## config.mk

```make
export PLATFORM = sky130hd
export DESIGN_NAME = ntt_layer_scheduler
export DESIGN_NICKNAME = d
export VERILOG_FILES = /design/src/rtl/ntt_layer_scheduler.sv
export SDC_FILE = /design/constraint.sdc
export NUM_CORES = 1
export LEC_CHECK = 0
export CAP_MARGIN = 5
export CORE_ASPECT_RATIO = 1.25
export CORE_UTILIZATION = 45
export DETAILED_ROUTE_END_ITERATION = 12
export DONT_BUFFER_PORTS = 1
export MAX_ROUTING_LAYER = met4
export SYNTH_ARGS = -nofsm -noshare
export SYNTH_HDL_FRONTEND = slang
export SYNTH_SLANG_ARGS = --single-unit
```

## constraint.sdc

```tcl
create_clock -name clk -period 11.1 [get_ports clk]
set_input_delay 2.22 -clock clk [delete_from_list [all_inputs] [get_ports clk]]
set_output_delay 2.22 -clock clk [all_outputs]
set_load 0.005 [all_outputs]
```

## src/rtl/ntt_layer_scheduler.sv

```systemverilog
// Kyber NTT layer scheduler: walks 7 butterfly layers, issues reads/zetas, aligns write-back.
// Optional NTT_LAYER_SCHED_PERF_EN adds a 16-bit busy-cycle counter output (cycle_cnt).
module ntt_layer_scheduler #(
    parameter int RAM_LAT = 1,
    parameter int BFU_LAT = 3,
    parameter int ADDR_W  = 8
) (
    input  logic              clk,
    input  logic              r,
    input  logic              start,
    input  logic              inverse,
    output logic              busy,
    output logic              done,
    output logic              rd_en,
    output logic [ADDR_W-1:0] rd_addr_a,
    output logic [ADDR_W-1:0] rd_addr_b,
    output logic [6:0]        zeta_idx,
    output logic              bfu_valid_in,
    output logic              bfu_inverse,
    input  logic              bfu_valid_out,
    output logic              wr_en,
    output logic [ADDR_W-1:0] wr_addr_a,
    output logic [ADDR_W-1:0] wr_addr_b,
    output logic              err
`ifdef NTT_LAYER_SCHED_PERF_EN
    ,
    output logic [15:0]       cycle_cnt
`endif
);

    localparam int PIPE_LAT = RAM_LAT + BFU_LAT;
    localparam int DW       = $clog2(PIPE_LAT + 1);

    typedef enum logic [1:0] {IDLE, RUN, DRAIN, DONE} state_t;

    state_t        state, state_next;
    logic [2:0]    layer, layer_next;
    logic [6:0]    bfly, bfly_next;
    logic [DW-1:0] drain_cnt, drain_next;
    logic          inv_q;

    always_ff @(posedge clk or negedge r) begin
        if (!r) begin
            state     <= IDLE;
            layer     <= '0;
            bfly      <= '0;
            drain_cnt <= '0;
            inv_q     <= 1'b0;
        end else begin
            state     <= state_next;
            layer     <= layer_next;
            bfly      <= bfly_next;
            drain_cnt <= drain_next;
            if (state == IDLE && start)
                inv_q <= inverse;
        end
    end

    // NOTE: every always_comb output is assigned a default first so no latch is inferred.
    always_comb begin
        state_next = state;
        layer_next = layer;
        bfly_next  = bfly;
        drain_next = drain_cnt;
        case (state)
            IDLE: begin
                if (start) begin
                    state_next = RUN;
                    layer_next = '0;
                    bfly_next  = '0;
                end
            end
            RUN: begin
                bfly_next = bfly + 7'd1;
                if (bfly == 7'd127) begin
                    state_next = DRAIN;
                    drain_next = '0;
                end
            end
            DRAIN: begin
                if (drain_cnt == DW'(PIPE_LAT - 1)) begin
                    drain_next = '0;
                    if (layer == 3'd6) begin
                        state_next = DONE;
                    end else begin
                        state_next = RUN;
                        layer_next = layer + 3'd1;
                        bfly_next  = '0;
                    end
                end else begin
                    drain_next = drain_cnt + DW'(1);
                end
            end
            DONE:    state_next = IDLE;
            default: state_next = IDLE;
        endcase
    end

    // Layer length L = 2^shift; g = b / L, j = b mod L, all done with shifts and masks.
    logic [3:0] shift;
    logic [7:0] b_ext, len, j, g, addr_a, addr_b, zeta_full;

    always_comb begin
        shift     = inv_q ? (4'(layer) + 4'd1) : (4'd7 - 4'(layer));
        b_ext     = {1'b0, bfly};
        len       = 8'd1 << shift;
        j         = b_ext & (len - 8'd1);
        g         = b_ext >> shift;
        addr_a    = (g << (shift + 4'd1)) | j;
        addr_b    = addr_a + len;
        zeta_full = inv_q ? ((8'd1 << (4'd8 - shift)) - 8'd1 - g)
                          : ((8'd1 << (4'd7 - shift)) + g);
    end

    assign rd_en     = (state == RUN);
    assign rd_addr_a = rd_en ? ADDR_W'(addr_a) : '0;
    assign rd_addr_b = rd_en ? ADDR_W'(addr_b) : '0;
    assign busy      = (state == RUN) || (state == DRAIN);
    assign done      = (state == DONE);

    logic              vin_pipe  [RAM_LAT];
    logic [6:0]        zeta_pipe [RAM_LAT];
    logic              wr_pipe   [PIPE_LAT];
    logic [ADDR_W-1:0] wa_pipe   [PIPE_LAT];
    logic [ADDR_W-1:0] wb_pipe   [PIPE_LAT];

    // NOTE: the delay lines are plain flops (not RAM) and are reset so a mid-run reset leaves no stale strobes.
    always_ff @(posedge clk or negedge r) begin
        if (!r) begin
            for (int i = 0; i < RAM_LAT; i++) begin
                vin_pipe[i]  <= 1'b0;
                zeta_pipe[i] <= '0;
            end
            for (int i = 0; i < PIPE_LAT; i++) begin
                wr_pipe[i] <= 1'b0;
                wa_pipe[i] <= '0;
                wb_pipe[i] <= '0;
            end
        end else begin
            vin_pipe[0]  <= rd_en;
            zeta_pipe[0] <= rd_en ? zeta_full[6:0] : 7'd0;
            for (int i = 1; i < RAM_LAT; i++) begin
                vin_pipe[i]  <= vin_pipe[i-1];
                zeta_pipe[i] <= zeta_pipe[i-1];
            end
            wr_pipe[0] <= rd_en;
            wa_pipe[0] <= rd_addr_a;
            wb_pipe[0] <= rd_addr_b;
            for (int i = 1; i < PIPE_LAT; i++) begin
                wr_pipe[i] <= wr_pipe[i-1];
                wa_pipe[i] <= wa_pipe[i-1];
                wb_pipe[i] <= wb_pipe[i-1];
            end
        end
    end

    assign bfu_valid_in = vin_pipe[RAM_LAT-1];
    assign zeta_idx     = zeta_pipe[RAM_LAT-1];
    assign bfu_inverse  = inv_q;
    assign wr_en        = wr_pipe[PIPE_LAT-1];
    assign wr_addr_a    = wa_pipe[PIPE_LAT-1];
    assign wr_addr_b    = wb_pipe[PIPE_LAT-1];

    // Sticky: the butterfly's valid_out must track the scheduler's own write strobe.
    always_ff @(posedge clk or negedge r) begin
        if (!r)
            err <= 1'b0;
        else if (bfu_valid_out != wr_en)
            err <= 1'b1;
    end

`ifdef NTT_LAYER_SCHED_PERF_EN
    always_ff @(posedge clk or negedge r) begin
        if (!r)
            cycle_cnt <= '0;
        else if (state == IDLE && start)
            cycle_cnt <= '0;
        else if (state != IDLE)
            cycle_cnt <= cycle_cnt + 16'd1;
    end
`endif

endmodule
```

==> results.md <==
- Status: finished, final reports clean
- Mean Syn Cell Area: 10.1 um^2
- Die Area: 11500 um^2
- CP arrival: 5.04 ns
- Post-cts resize count: 0
- Synth unique cells: 63
- CTS tree: yes
- Nets@finish: 509
- Slew HR: 0.364
- Fmax achieved: 138 MHz
- Tot GR Track Use: 0.213
- Mapped Area: 4990 um^2
- GRT Residual Overflow: 0
- Met3 routed WL: 488 um
- Cts hold-fix bufs: 0
- Num ports: 51
- WL final: 11000 um
- First-pass GRT wire length: 17600 um
- Fin. Hold Viols: 0
- Synth top area share: 0.461
- Die height: 120 um
- Dpl hpwl: 8050 um
- Skew-Pair Late Insertion Delay: 0.35 ns
- Number of buffers created by CTS: 9
- Final period utilization: 0.654
- Placed Area: 4940 um^2
- Worst path slowest cell: dfrtp_1
- Most frequent CP cell: ha_1
- Crit Path Class: reg2out
- Psw: 0.000590 W
- Core Region: 10700 um^2
- Starting density of the core: 0.466
- Max Cap Violations: 0
- CTS clk-pin slew, worst paths: 0.07 ns
- RSZ-0062 raised after global routing: false
- Die width: 96.2 um
- DRT Pass-1 Iters: 4
- Startpoint Class: flip-flop
- Max-slew violation count: 0
- Initial antenna violation count: 1
- Int Power: 0.000813 W
- EDFF count, synth: 0
- Synth Flop Type: dfrtp_1
- Design Area, Final: 5260 um^2
- Seq/Total Area, Yosys: 0.461
- Share of cells above drive strength 1: 0.0823
- CP max FO: 12
- Slew @ Worst Pin: 0.953 ns
- Met1 WL: 4610 um
- Remaining DRCs: 0
- Routed vias/inst: 5.62
- Syn Nets: 535
- Synth area leader: dfrtp_1
- Hold Path Class: reg2reg
- ANT nets after route: 0
- Avg WL per Cell: 18.2 um
- Peak VDD IR: 0.159 mV
- Uppermost layer routed: met4
- DR iter-0 viols: 134
- Via count: 3411
- Worst path max stage delay: 0.56 ns
- Sequential share of power: 0.329
- Largest net degree at the start of global routing: 93
- Worst setup EP type: output pin
- PwrDens: 267 nW/um^2
- Count leader, synth: dfrtp_1
- FFs w/ async S/R, synth: 1.00
- CP required: 8.88 ns
- Port Buffers: 0
- Combinational power share: 0.442
- Clock Sinks: 92
- Tmin final: 7.26 ns
- Final setup viols: 0
- Layout area overhead: 5.29%
- Vias in the first global route: 3277
- Worst path cell trace: inv_2, ha_1, mux2i_2, mux2i_1, mux2_4, nor2_1, or2_1, a32oi_1, inv_1, ha_1, a21o_1, a211oi_1, o21ai_0, o211ai_1, xor2_1, a211o_1, o21ai_1
- Ys Warns: 0
- Met2 WL: 5550 um
- Clk buf depth: 2
- Synth Instances: 495
- Fin util: 0.491
- Switching Share: 0.421
- Final TNS setup: 0 ns
- Final Skew: 0.0167 ns
- Num rows: 42
- Leading post-synthesis cells by cell area: dfrtp_1, ha_1, nor2_1
- Post-CTS Setup Bufs: 0
- Lkg Pwr: 2.56 nW
- Flops & latches, synth: 92
- CTS Root Cell: clkbuf_16
- Commonest cells in the netlist: dfrtp_1, nor2_1, nand2_1
- Clock power frac: 0.228
- CTS H-tree depth: 3
- Final GP Congestion: 0.931
[layout by cell type, fill, tap and decap left out, types with 4 or more instances in the layout]
master | netlist | layout
dfrtp_1 | 92 | 92
nor2_1 | 49 | 49
nand2_1 | 36 | 36
ha_1 | 32 | 32
inv_1 | 28 | 28
o21ai_0 | 28 | 28
a21oi_1 | 19 | 19
and2_1 | 16 | 16
nand2b_1 | 11 | 11
a21o_1 | 11 | 11
xnor2_1 | 10 | 10
mux2i_1 | 9 | 9
xor2_1 | 9 | 9
clkbuf_16 | 0 | 9
nor3_1 | 8 | 8
mux2_2 | 6 | 6
nand3_1 | 6 | 6
or3_1 | 5 | 5
a211oi_1 | 5 | 5
o22ai_1 | 4 | 4
or2_2 | 4 | 4
o21bai_1 | 4 | 4
[logic make-up after synthesis]
family / after synthesis / share of synthesized area
multiplexers: 19 / 0.0431
buffers and inverters: 70 / 0.0706
XOR/XNOR: 20 / 0.0388
flip-flops: 92 / 0.461
AO/OA/AOI/OAI: 108 / 0.148
adder cells (fa/ha/maj): 36 / 0.0942
AND/OR/NAND/NOR: 150 / 0.144
[power groups by stage]
stage | Combinational (W) | Clock (W) | Sequential, W
finish | 0.000621 | 0.000321 | 0.000462
global route | 0.000693 | 0.000342 | 0.000473
CTS | 0.000623 | 0.000330 | 0.000463
detailed placement | 0.000620 | 0 | 0.000470
global placement | 0.000616 | 0 | 0.000468
floorplan | 0.000519 | 0 | 0.000437
[critical path: cells and delay by family, from the launching register on]
| kind | cells | cell delay, ns |
|---|---|---|
| AOI/OAI and AO/OA | 7 | 1.56 |
| adders and majority gates | 2 | 0.74 |
| DFF | 1 | 0.56 |
| and+or+nand+nor | 2 | 0.32 |
| buffers and inverters | 2 | 0.27 |
| muxes | 3 | 1.12 |
| xor gates and xnor gates | 1 | 0.11 |
[sequential cells by signal (all words and copies together), names as in the netlist]
register	flops
bfly	7
bfu_inverse	1
drain_cnt	3
err	1
layer	3
state	2
wa_pipe	24
wb_pipe	24
wr_addr_a	8
wr_addr_b	8
wr_en	1
wr_pipe	3
zeta_idx	7
[per-stage QoR]
stage          worst slack [ns]  instances  hold slack (ns)  total power (W)
6_report                   3.84        607            0.347          0.00140
5_1_grt                    3.48        607            0.355          0.00151
4_1_cts                    3.82        606            0.350          0.00142
3_5_place_dp               4.22        590            0.335          0.00109
3_3_place_gp               4.24        590            0.332          0.00108
2_1_floorplan              4.95        495            0.331         0.000957
[cell type report]
class	count	area [um^2]
Fill cell	1036	5460
Multi-Input combinational cell	333	2340
Sequential cell	92	2300
Clock buffer	9	225
Tap cell	132	165
Inverter	31	116
Clock inverter	7	92.6
Timing Repair Buffer	2	15.0
Antenna cell	1	2.50
[routing by layer]
layer | global-route usage | vias to the layer above
met4 | 0.105 | 0
met1 | 0.256 | 1661
met5 | - | -
met3 | 0.0399 | 25
li1 | - | 1637
met2 | 0.339 | 88
[path summary, 6_finish.rpt]
check	from	end	slack [ns]	depth (start not counted)
max	layer[0]	rd_addr_b[7]	3.84	17
min	wa_pipe[22]	wa_pipe[14]	0.35	0
max reg2reg	layer[0]	wb_pipe[31]	6.31	17
min reg2reg	wa_pipe[22]	wa_pipe[14]	0.35	0
max in group asynchronous	r	wb_pipe[19]	9.42	0
min in group asynchronous	r	bfly[6]	1.56	0
No activity file was read; power rests on OpenSTA's default activity.
